$ cat src/rtl/regfile_write_arbiter.sv
// Two-requester writeback arbiter feeding the single register-file write port.
// Optional combinational read bypass: define REGFILE_WRITE_ARBITER_BYPASS_EN.
module regfile_write_arbiter #(
    parameter int DEPTH    = 2,
    parameter bit DROP_XZR = 1'b1
) (
    input  logic                     clock,
    input  logic                     reset,
    input  logic                     req0_valid,
    output logic                     req0_ready,
    input  logic [4:0]               req0_addr,
    input  logic [63:0]              req0_data,
    input  logic                     req1_valid,
    output logic                     req1_ready,
    input  logic [4:0]               req1_addr,
    input  logic [63:0]              req1_data,
    output logic [4:0]               rf_DA,
    output logic [63:0]              rf_D,
    output logic                     rf_W,
    output logic                     grant_id,
    output logic [$clog2(DEPTH):0]   pend0,
    output logic [$clog2(DEPTH):0]   pend1
`ifdef REGFILE_WRITE_ARBITER_BYPASS_EN
    ,
    input  logic [4:0]               sa,
    input  logic [4:0]               sb,
    output logic                     a_fwd,
    output logic                     b_fwd,
    output logic [63:0]              fwd_a_data,
    output logic [63:0]              fwd_b_data
`endif
);

    localparam int AW = $clog2(DEPTH);
    localparam logic [AW:0] FULL = (AW + 1)'(DEPTH);

    typedef logic [68:0] entry_t;   // {addr, data}

    entry_t          mem [2][DEPTH];
    logic [AW-1:0]   wp [2];
    logic [AW-1:0]   rp [2];
    logic [AW:0]     cnt [2];
    entry_t          in_entry [2];
    logic [1:0]      in_valid;
    logic [1:0]      rdy;
    logic [1:0]      push;
    logic [1:0]      pop;
    logic [1:0]      ne;
    logic            grant;
    logic            winner;
    logic            last_grant;
    entry_t          head;

    assign in_valid    = {req1_valid, req0_valid};
    assign in_entry[0] = {req0_addr, req0_data};
    assign in_entry[1] = {req1_addr, req1_data};

    // Handshake: a transfer happens at a rising edge where valid && ready.
    // ready depends only on occupancy, so a same-cycle pop never raises it.
    // An XZR write is still handshaken when dropped, it just is not stored.
    always_comb begin
        rdy  = '0;
        push = '0;
        ne   = '0;
        for (int i = 0; i < 2; i++) begin
            rdy[i]  = (cnt[i] != FULL);
            push[i] = in_valid[i] && rdy[i] &&
                      !(DROP_XZR && (in_entry[i][68:64] == 5'd31));
            ne[i]   = (cnt[i] != '0);
        end
    end

    // Round robin: on a tie the requester that did not win last time goes.
    assign grant  = |ne;
    assign winner = (ne == 2'b11) ? ~last_grant : ne[1];
    assign pop    = {grant && winner, grant && !winner};
    assign head   = mem[winner][rp[winner]];

    assign req0_ready = rdy[0];
    assign req1_ready = rdy[1];
    assign pend0      = cnt[0];
    assign pend1      = cnt[1];

    always_ff @(posedge clock) begin
        for (int i = 0; i < 2; i++) begin
            if (push[i]) mem[i][wp[i]] <= in_entry[i];
        end
    end

    always_ff @(posedge clock or posedge reset) begin
        if (reset) begin
            for (int i = 0; i < 2; i++) begin
                wp[i]  <= '0;
                rp[i]  <= '0;
                cnt[i] <= '0;
            end
            rf_W       <= 1'b0;
            rf_DA      <= '0;
            rf_D       <= '0;
            grant_id   <= 1'b0;
            last_grant <= 1'b1;
        end else begin
            // DEPTH is a power of two, so pointers wrap by natural overflow.
            for (int i = 0; i < 2; i++) begin
                if (push[i]) wp[i] <= wp[i] + 1'b1;
                if (pop[i])  rp[i] <= rp[i] + 1'b1;
                cnt[i] <= cnt[i] + {{AW{1'b0}}, push[i]} - {{AW{1'b0}}, pop[i]};
            end
            rf_W <= grant;
            if (grant) begin
                rf_DA      <= head[68:64];
                rf_D       <= head[63:0];
                grant_id   <= winner;
                last_grant <= winner;
            end
        end
    end

`ifdef REGFILE_WRITE_ARBITER_BYPASS_EN
    // The register file commits rf_D at the next edge; expose it to readers now.
    assign a_fwd      = rf_W && (rf_DA == sa) && (sa != 5'd31);
    assign b_fwd      = rf_W && (rf_DA == sb) && (sb != 5'd31);
    assign fwd_a_data = rf_D;
    assign fwd_b_data = rf_D;
`endif

endmodule

$ cat config.mk
export PLATFORM = sky130hd
export DESIGN_NAME = regfile_write_arbiter
export DESIGN_NICKNAME = d
export VERILOG_FILES = /design/src/rtl/regfile_write_arbiter.sv
export SDC_FILE = /design/constraint.sdc
export NUM_CORES = 1
export LEC_CHECK = 0
export ABC_AREA = 1
export CORE_MARGIN = 10
export CORE_UTILIZATION = 40
export CTS_CLUSTER_DIAMETER = 60
export DETAILED_ROUTE_END_ITERATION = 8
export SETUP_SLACK_MARGIN = 0.2
export SLEW_MARGIN = 30
export SYNTH_ARGS = -nofsm -noshare
export SYNTH_HDL_FRONTEND = slang
export SYNTH_SLANG_ARGS = --single-unit
$ cat constraint.sdc
create_clock -name clock -period 5.3 [get_ports clock]
set_input_delay 0.795 -clock clock [delete_from_list [all_inputs] [get_ports clock]]
set_output_delay 0.795 -clock clock [all_outputs]
set_load 0.05 [all_outputs]
==> results.py, run 1 <==
metrics = {
    "die": {
        "die_area_um2": 44900,
        "die_w_um": 212,
        "rows": 70,
        "core_um2": 36400,
        "die_y_um": 212,
        "io_pins": 219,
        "start_util": 0.404,
    },
    "grt": {
        "antenna_found_initial": 2,
        "grt_usage": 0.169,
        "grt_remaining_overflow": 0,
        "grt_pass1_vias": 10100,
        "grt_pass1_wl_um": 58300,
        "grt_max_degree": 86,
    },
    "sta": {
        "slew_headroom": 0.335,
        "setup_tns_ps": 0,
        "grt_setup_unrepaired": "no",
        "setup_viol": 0,
        "maxClockFrequency_mhz": 330,
        "min_period_over_period": 0.572,
        "fin_crit_ps": 3030,
        "hold_viol": 0,
        "drv_slew": 0,
        "skew_ps": 11.2,
        "hold_ws_ps": 468,
        "worst_pin_slew_ps": 997,
    },
    "synth": {
        "ys_seq_area_frac": 0.699,
        "ys_types": 25,
        "yosys_warnings": 0,
        "synth_cells": 1374,
        "ys_seq_elements": 356,
        "synth.net_count": 1520,
        "avgSynthCellArea_um2": 10.7,
        "synth_area_um2": 14700,
    },
    "min_path": {
        "min_path_type": "register to register",
        "whs_path_depth": 1,
        "min_from": "rp[1]",
        "holdPathEnd": "rp[1]",
    },
    "critical_path": {
        "critPathTopFamily": "simple AND/OR/NAND/NOR gates",
        "worst_ep_required_time_ps": 5760,
        "end_kind": "register",
        "startpoint_type": "register",
        "r2r_slack_ps": 2270,
        "max_stage_delay_ps": 700,
        "cp_cell_sequence": "or2_4, nand3b_1, nand2_4, clkinv_2, buf_4, nand2_1, nand3_1, nand2_1",
        "startpoint": "pend1[1]",
        "worstSetupPathType": "register to register",
        "reg2reg_depth": 8,
        "worstPathMaxFanout": 61,
        "crit_top_cell": "nand2_1",
        "r2r_start": "pend1[1]",
        "cp_slowest_cell": "clkinv_2",
        "rr_endpoint": "rf_D[5]",
        "critPathArrivalTime_ps": 3490,
        "path_buf_inv": 2,
    },
    "cts": {
        "cts_resized": 0,
        "cts_made_buffers": 39,
        "cts_tree": "done",
        "clkSlewWorstSetupHoldPaths_ps": 60,
        "htree_num_levels": 2,
        "worst_skew_pair.late_latency_ps": 520,
        "postCtsSetupBuffers": 0,
        "clock_sinks": 356,
        "cts_root_buf": "clkbuf_16",
        "ctsLongestPathBuffers": 3,
        "holdBufCountCts": 0,
    },
    "place": {
        "dp_cells": 2003,
        "port-buffer-count": 218,
        "place_congestion": 0.731,
        "dp_hpwl_um": 23300,
    },
    "routing": {
        "route.detailed.wl_per_inst_um": 18.4,
        "post_drt_via_cell_ratio": 4.79,
        "vias": 9955,
        "drc": 0,
        "routed_wl_um": 38200,
        "antenna_left": 0,
        "drt_iter0_markers": 464,
        "first_pass_iters": 5,
    },
    "power_and_ir_drop": {
        "p_leak_nw": 8.00,
        "powerDensity_nw_per_um2": 688,
        "vdd_drop_max_mv": 0.497,
        "total_power_mw": 12.9,
    },
    "cells_and_area": {
        "final_cells": 2079,
        "syn_to_final_growth_pct": 27.0,
        "layout-drive-gt1-share": 0.0578,
        "utilization": 0.513,
        "final_common_cell": "nand2_1",
        "nets": 1724,
        "final_cell_mix": "nand2_1 (561), edfxtp_1 (276), clkdlybuf4s50_1 (218), inv_1 (146), nand3_1 (139)",
    },
    "flow_run": {
        "cap_violations": 0,
    },
    "outcome": {
        "status": "complete, no violations",
    },
}
==> worst max-delay path by stage <==
stage               slack (ps)         to  cells past startpoint
finish                    2270    rf_D[5]                      8
global route              2040    rf_D[5]                      8
CTS                       1880    rf_D[4]                      6
detailed placement        1820    rf_D[8]                      6
global placement          1950   rf_D[16]                      6
floorplan                  510  mem[1][0]                      4
==> synthesized netlist by cell type, drive strengths merged <==
| cell | n | area [um^2] |
|---|---|---|
| buf | 38 | 195 |
| clkbuf | 36 | 135 |
| dfrtp | 79 | 1980 |
| dfstp | 1 | 26.3 |
| edfxtp | 276 | 8290 |
| ha | 4 | 50.1 |
| inv | 149 | 559 |
| nand2 | 563 | 2120 |
| nand3 | 139 | 696 |
| nand3b | 70 | 526 |
| nor2 | 5 | 18.8 |
| nor3 | 1 | 16.3 |
| o211ai | 2 | 15.0 |
| o21ai | 2 | 13.8 |
| or2 | 2 | 12.5 |
| xnor2 | 3 | 26.3 |
| xor2 | 4 | 35.0 |
==> power by group <==
part           internal (mW)  leakage, nW  switching, mW  total [mW]
clock network           1.61        0.639           1.07        2.68
registers               3.95         3.48          0.342        4.29
logic                   1.80         3.88           4.09        5.89
==> area by class of cell <==
cell class,count,area (um^2)
fillers,3237,17700
flip-flops and latches,356,10300
multi-input cells,795,3580
repair buffers,237,2370
clock buffers,53,1140
well taps,468,586
inverters,149,564
clock inverters,18,145
diodes,3,7.51
==> stage by stage <==
stage          cell area, um^2  setup slack [ps]
5_1_grt                  18700              2040
3_5_place_dp             17400              1820
6_report                 18700              2270
2_1_floorplan            14700               506
3_3_place_gp             17400              1950
4_1_cts                  18600              1880
==> logic make-up (layout without fill, tap and decap cells) <==
kind of cell	after synthesis	count (layout)	share of synthesized area
AO/OA/AOI/OAI	4	4	0.00196
XOR/XNOR	7	7	0.00417
adder cells (fa/ha/maj)	4	4	0.00340
buffers and inverters	223	457	0.0605
flip-flops	356	356	0.699
other	0	3	0
AND/OR/NAND/NOR	780	780	0.231
==> per-layer routing <==
| layer | routed length (um) | global-route usage |
|---|---|---|
| met1 | 17000 | 0.217 |
| met2 | 18500 | 0.286 |
| met3 | 2230 | 0.0390 |
| met4 | 558 | 0.0392 |
| met5 | 0 | 0 |
==> state kept, by name (all words and copies together) (netlist names) <==
signal	count
last_grant	1
mem	276
rf_DA	5
rf_W	1
wp	2
rf_D	64
rp	2
pend1	2
pend0	2
grant_id	1
Note: power is estimated with default switching activity, not from simulation.
==> run 2, diff against run 1 <==
==> constraint.sdc (replaced) <==
create_clock -name clock -period 2.9 [get_ports clock]
set_input_delay 0.435 -clock clock [delete_from_list [all_inputs] [get_ports clock]]
set_output_delay 0.435 -clock clock [all_outputs]
set_load 0.05 [all_outputs]
==> run 2 against run 1 <==
  * Critical path depth fell by 5
  * Clock power rose by 77%
  * Largest cell class unchanged
  * Sequential power rose by 82%
  * Clock skew fell by 2.3 ps
  * Critical endpoint is now req0_ready
==> results.py, run 2 (synthesized netlist as in run 1, its figures left out) <==
metrics = {
    "cts": {
        "clock_sinks": 356,
        "cts_made_buffers": 41,
        "worst_skew_pair.late_latency_ps": 520,
        "cts_resized": 0,
        "postCtsSetupBuffers": 0,
        "htree_num_levels": 2,
        "clkSlewWorstSetupHoldPaths_ps": 50,
        "cts_tree": "done",
        "holdBufCountCts": 0,
        "cts_root_buf": "clkbuf_16",
        "ctsLongestPathBuffers": 3,
    },
    "critical_path": {
        "worstPathMaxFanout": 4,
        "worstSetupPathType": "register to primary output",
        "end_kind": "primary output",
        "reg2reg_depth": 9,
        "worst_ep_required_time_ps": 2470,
        "critPathArrivalTime_ps": 2020,
        "r2r_start": "pend0[1]",
        "rr_endpoint": "rf_D[37]",
        "startpoint_type": "register",
        "r2r_slack_ps": 540,
    },
    "routing": {
        "vias": 10000,
        "antenna_left": 0,
        "route.detailed.wl_per_inst_um": 18.7,
        "routed_wl_um": 39100,
        "drc": 0,
        "drt_iter0_markers": 580,
        "first_pass_iters": 5,
        "post_drt_via_cell_ratio": 4.80,
    },
    "grt": {
        "grt_remaining_overflow": 0,
        "grt_max_degree": 113,
        "grt_pass1_wl_um": 60200,
        "grt_usage": 0.175,
        "antenna_found_initial": 1,
        "grt_pass1_vias": 10400,
    },
    "die": {
        "die_area_um2": 44900,
        "io_pins": 219,
        "core_um2": 36400,
        "die_w_um": 212,
        "rows": 70,
        "die_y_um": 212,
        "start_util": 0.404,
    },
    "cells_and_area": {
        "layout-drive-gt1-share": 0.0606,
        "final_cells": 2085,
        "largest_register_ffs": 276,
        "final_area_um2": 18800,
        "utilization": 0.515,
        "antenna-diode-count": 0,
        "final_common_cell": "nand2_1",
        "final_cell_mix": "nand2_1 (560), edfxtp_1 (276), clkdlybuf4s50_1 (218), inv_1 (146), nand3_1 (139)",
        "nFillCells": 3191,
        "syn_to_final_growth_pct": 27.5,
        "nets": 1732,
    },
    "sta": {
        "skew_ps": 8.83,
        "drv_slew": 0,
        "grt_setup_unrepaired": "no",
        "worst_pin_slew_ps": 943,
        "maxClockFrequency_mhz": 407,
        "setup_viol": 0,
        "setup_slack_ps": 441,
        "fin_crit_ps": 2460,
        "slew_headroom": 0.371,
        "min_period_over_period": 0.848,
        "hold_ws_ps": 366,
        "hold_viol": 0,
        "setup_tns_ps": 0,
    },
    "power_and_ir_drop": {
        "vdd_drop_max_mv": 0.923,
        "powerDensity_nw_per_um2": 1260,
        "total_power_mw": 23.6,
        "p_leak_nw": 8.00,
    },
    "place": {
        "dp_cells": 2011,
        "place_area_um2": 17500,
        "dp_hpwl_um": 23400,
        "port-buffer-count": 218,
        "place_congestion": 0.785,
        "pre_cts_slack_ps": 482,
    },
    "outcome": {
        "status": "complete, no violations",
    },
    "min_path": {
        "min_path_type": "primary input to async pin",
    },
    "flow_run": {
        "cap_violations": 0,
    },
}
[run 2: worst max path at each step]
stage / to / cells past startpoint / start
finish: req0_ready / 3 / pend0[1]
floorplan: mem[0][100] / 4 / pend0[1]
global route: rf_D[37] / 9 / pend1[1]
CTS: req0_ready / 3 / pend0[1]
global placement: pend1[1] / 7 / req1_addr[3]
detailed placement: pend1[1] / 7 / req1_addr[3]
[run 2: cell type report]
| cell class | instances | area (um^2) | share of cell area |
|---|---|---|---|
| clock buffers | 58 | 1130 | 0.0602 |
| clock inverters | 16 | 115 | 0.00614 |
| inverters | 149 | 564 | 0.0301 |
| multi-input cells | 795 | 3600 | 0.192 |
| flip-flops and latches | 356 | 10300 | 0.549 |
| well taps | 468 | 586 | 0.0312 |
| repair buffers | 243 | 2470 | 0.132 |
[run 2: report_power, final]
group	internal, mW	leakage, nW	switching (mW)
logic	3.38	3.93	7.65
registers	7.22	3.47	0.599
clock network	2.80	0.594	1.95
total	13.4	8.00	10.2
[run 2: worst max-delay path, cell delays in order, from the launching register on]
cell and delay (ps):
dfrtp_2 440, inv_1 100, or2_4 140, clkdlybuf4s50_1 820
[run 2: routing by layer]
metal | share of wire | up-vias | GRT usage | wire (um)
met4 | 0.018 | 2 | 0.0436 | 685
li1 | - | 4875 | - | -
met3 | 0.071 | 45 | 0.0503 | 2760
met2 | 0.48 | 272 | 0.295 | 18800
met1 | 0.43 | 4820 | 0.216 | 16800
met5 | 0.00033 | - | 0 | 13
==> run 3, diff against run 2 <==
==> constraint.sdc (replaced) <==
create_clock -name clock -period 2.3 [get_ports clock]
set_input_delay 0.345 -clock clock [delete_from_list [all_inputs] [get_ports clock]]
set_output_delay 0.345 -clock clock [all_outputs]
set_load 0.05 [all_outputs]
==> run 3 against run 2 <==
  * Clock skew rose by 4.5 ps
  * Combinational power increased by 28%
  * Cell count up 0.29%
  * Core utilization up 0.54 points
  * Register-to-register slack worse by 190 ps
  * Count of clock-buffer cells in the layout grew 5
  * Worst setup slack worse by 200 ps
  * Largest power group unchanged
  * Highest routed layer unchanged
  * Critical path depth fell by 2
  * Clock power up 30%
==> results.py, run 3 (synthesized netlist as in run 1, its figures left out) <==
metrics = {
    "sta": {
        "setup_slack_ps": 242,
        "drv_slew": 0,
        "skew_ps": 13.3,
        "hold_viol": 0,
        "grt_setup_unrepaired": "no",
        "maxClockFrequency_mhz": 486,
        "fin_crit_ps": 2060,
        "worst_pin_slew_ps": 584,
        "setup_viol": 0,
        "slew_headroom": 0.612,
        "min_period_over_period": 0.895,
    },
    "power_and_ir_drop": {
        "combPwrFrac": 0.470,
        "clkPwrFrac": 0.205,
        "powerDensity_nw_per_um2": 1590,
        "p_leak_nw": 8.17,
        "vdd_drop_max_mv": 1.25,
        "p_seq_frac": 0.325,
        "power.net_switching_mw": 12.9,
        "swShare": 0.428,
        "p_int_mw": 17.2,
    },
    "routing": {
        "routed_wl_um": 38900,
        "first_pass_iters": 4,
        "antenna_left": 0,
        "post_drt_via_cell_ratio": 4.81,
        "drc": 0,
        "drt_iter0_markers": 504,
        "vias": 10100,
        "route.detailed.wl_per_inst_um": 18.6,
    },
    "cts": {
        "clock_sinks": 356,
        "postCtsSetupBuffers": 0,
        "cts_tree": "done",
        "cts_root_buf": "clkbuf_16",
        "cts_made_buffers": 40,
        "ctsLongestPathBuffers": 3,
        "worst_skew_pair.late_latency_ps": 530,
        "htree_num_levels": 2,
        "clkSlewWorstSetupHoldPaths_ps": 60,
        "holdBufCountCts": 0,
    },
    "critical_path": {
        "startpoint_type": "register",
        "end_kind": "primary output",
        "cp.depth": 1,
        "critPathArrivalTime_ps": 1710,
        "cp_slowest_cell": "clkdlybuf4s50_1",
        "path_buf_inv": 1,
        "cp_cell_sequence": "clkdlybuf4s50_1",
        "worst_ep_required_time_ps": 1960,
        "reg2reg_depth": 9,
        "critPathTopFamily": "buffers and inverters",
        "max_stage_delay_ps": 830,
        "worstPathMaxFanout": 2,
        "worstSetupPathType": "register to primary output",
    },
    "die": {
        "die_w_um": 212,
        "core_um2": 36400,
        "die_area_um2": 44900,
        "start_util": 0.404,
        "die_y_um": 212,
        "rows": 70,
        "io_pins": 219,
    },
    "flow_run": {
        "cap_violations": 0,
    },
    "place": {
        "pre_cts_slack_ps": 64.1,
        "place_congestion": 0.774,
        "dp_hpwl_um": 23700,
        "port-buffer-count": 218,
    },
    "cells_and_area": {
        "largest_register_ffs": 276,
        "syn_to_final_growth_pct": 28.8,
        "nFillCells": 3257,
        "final_common_cell": "nand2_1",
        "final_cell_mix": "nand2_1 (560), edfxtp_1 (276), clkdlybuf4s50_1 (195), inv_1 (144), nand3_1 (139)",
        "nets": 1735,
        "layout-drive-gt1-share": 0.0679,
        "utilization": 0.520,
    },
    "grt": {
        "grt_pass1_wl_um": 60500,
        "use_met2": 0.285,
        "antenna_found_initial": 4,
        "grt_remaining_overflow": 0,
        "grt_pass1_vias": 10400,
        "met3_usage": 0.0472,
        "grt_usage": 0.175,
        "grt_max_degree": 112,
        "grt-busiest-layer": "met2",
        "grt_util_met1": 0.225,
    },
    "outcome": {
        "status": "complete, no violations",
    },
    "min_path": {
        "min_path_type": "primary input to async pin",
    },
}
==> run 3: power groups by stage <==
stage,combinational [mW],sequential [mW],clock (mW)
floorplan,7.34,12.2,0
global placement,14.3,9.88,0
detailed placement,14.5,9.92,0
CTS,14.4,9.81,6.33
global route,15.9,9.97,6.59
finish,14.1,9.79,6.17
==> run 3: path summary, 6_finish.rpt <==
path                                    to  slack (ps)          start
worst max-delay path              grant_id         240       grant_id
worst min register to register       rp[0]         470          rp[0]
min in group clock              mem[1][52]         400  req1_data[52]
worst max register to register    rf_D[63]         350       pend0[1]
worst min-delay path              rf_D[20]         320          reset
max in group asynchronous         pend1[0]        1580          reset
==> run 3: area by class of cell <==
class | count | area (um^2) | share of cell area
antenna | 2 | 5.00 | 0.000264
clock buffer | 63 | 1170 | 0.0617
clock inverter | 11 | 114 | 0.00601
inverter | 149 | 564 | 0.0298
multi-input combinational | 795 | 3600 | 0.190
sequential | 356 | 10300 | 0.543
tap | 468 | 586 | 0.0309
timing repair buffer | 247 | 2620 | 0.138
==> run 3: routing by layer <==
layer,wire length (um),vias up
met5,27,-
met2,18400,249
met3,2560,74
li1,-,4891
met4,802,4
met1,17100,4835
==> run 3: per-stage QoR <==
| stage | hold slack, ps | instance area [um^2] | instances | TNS, ps | power [mW] |
|---|---|---|---|---|---|
| 2_1_floorplan | 433 | 14800 | 1374 | -76500 | 19.5 |
| 3_3_place_gp | 454 | 17600 | 2015 | 0 | 24.2 |
| 3_5_place_dp | 456 | 17600 | 2015 | 0 | 24.4 |
| 4_1_cts | 340 | 18900 | 2089 | 0 | 30.6 |
| 5_1_grt | 379 | 18900 | 2089 | 0 | 32.4 |
| 6_report | 323 | 19000 | 2091 | 0 | 30.1 |
==> run 3: timing repair <==
action,CTS,global route
endpoints found under the hold margin,0,0
endpoints found under the setup margin,11,48
resized for setup,11,11
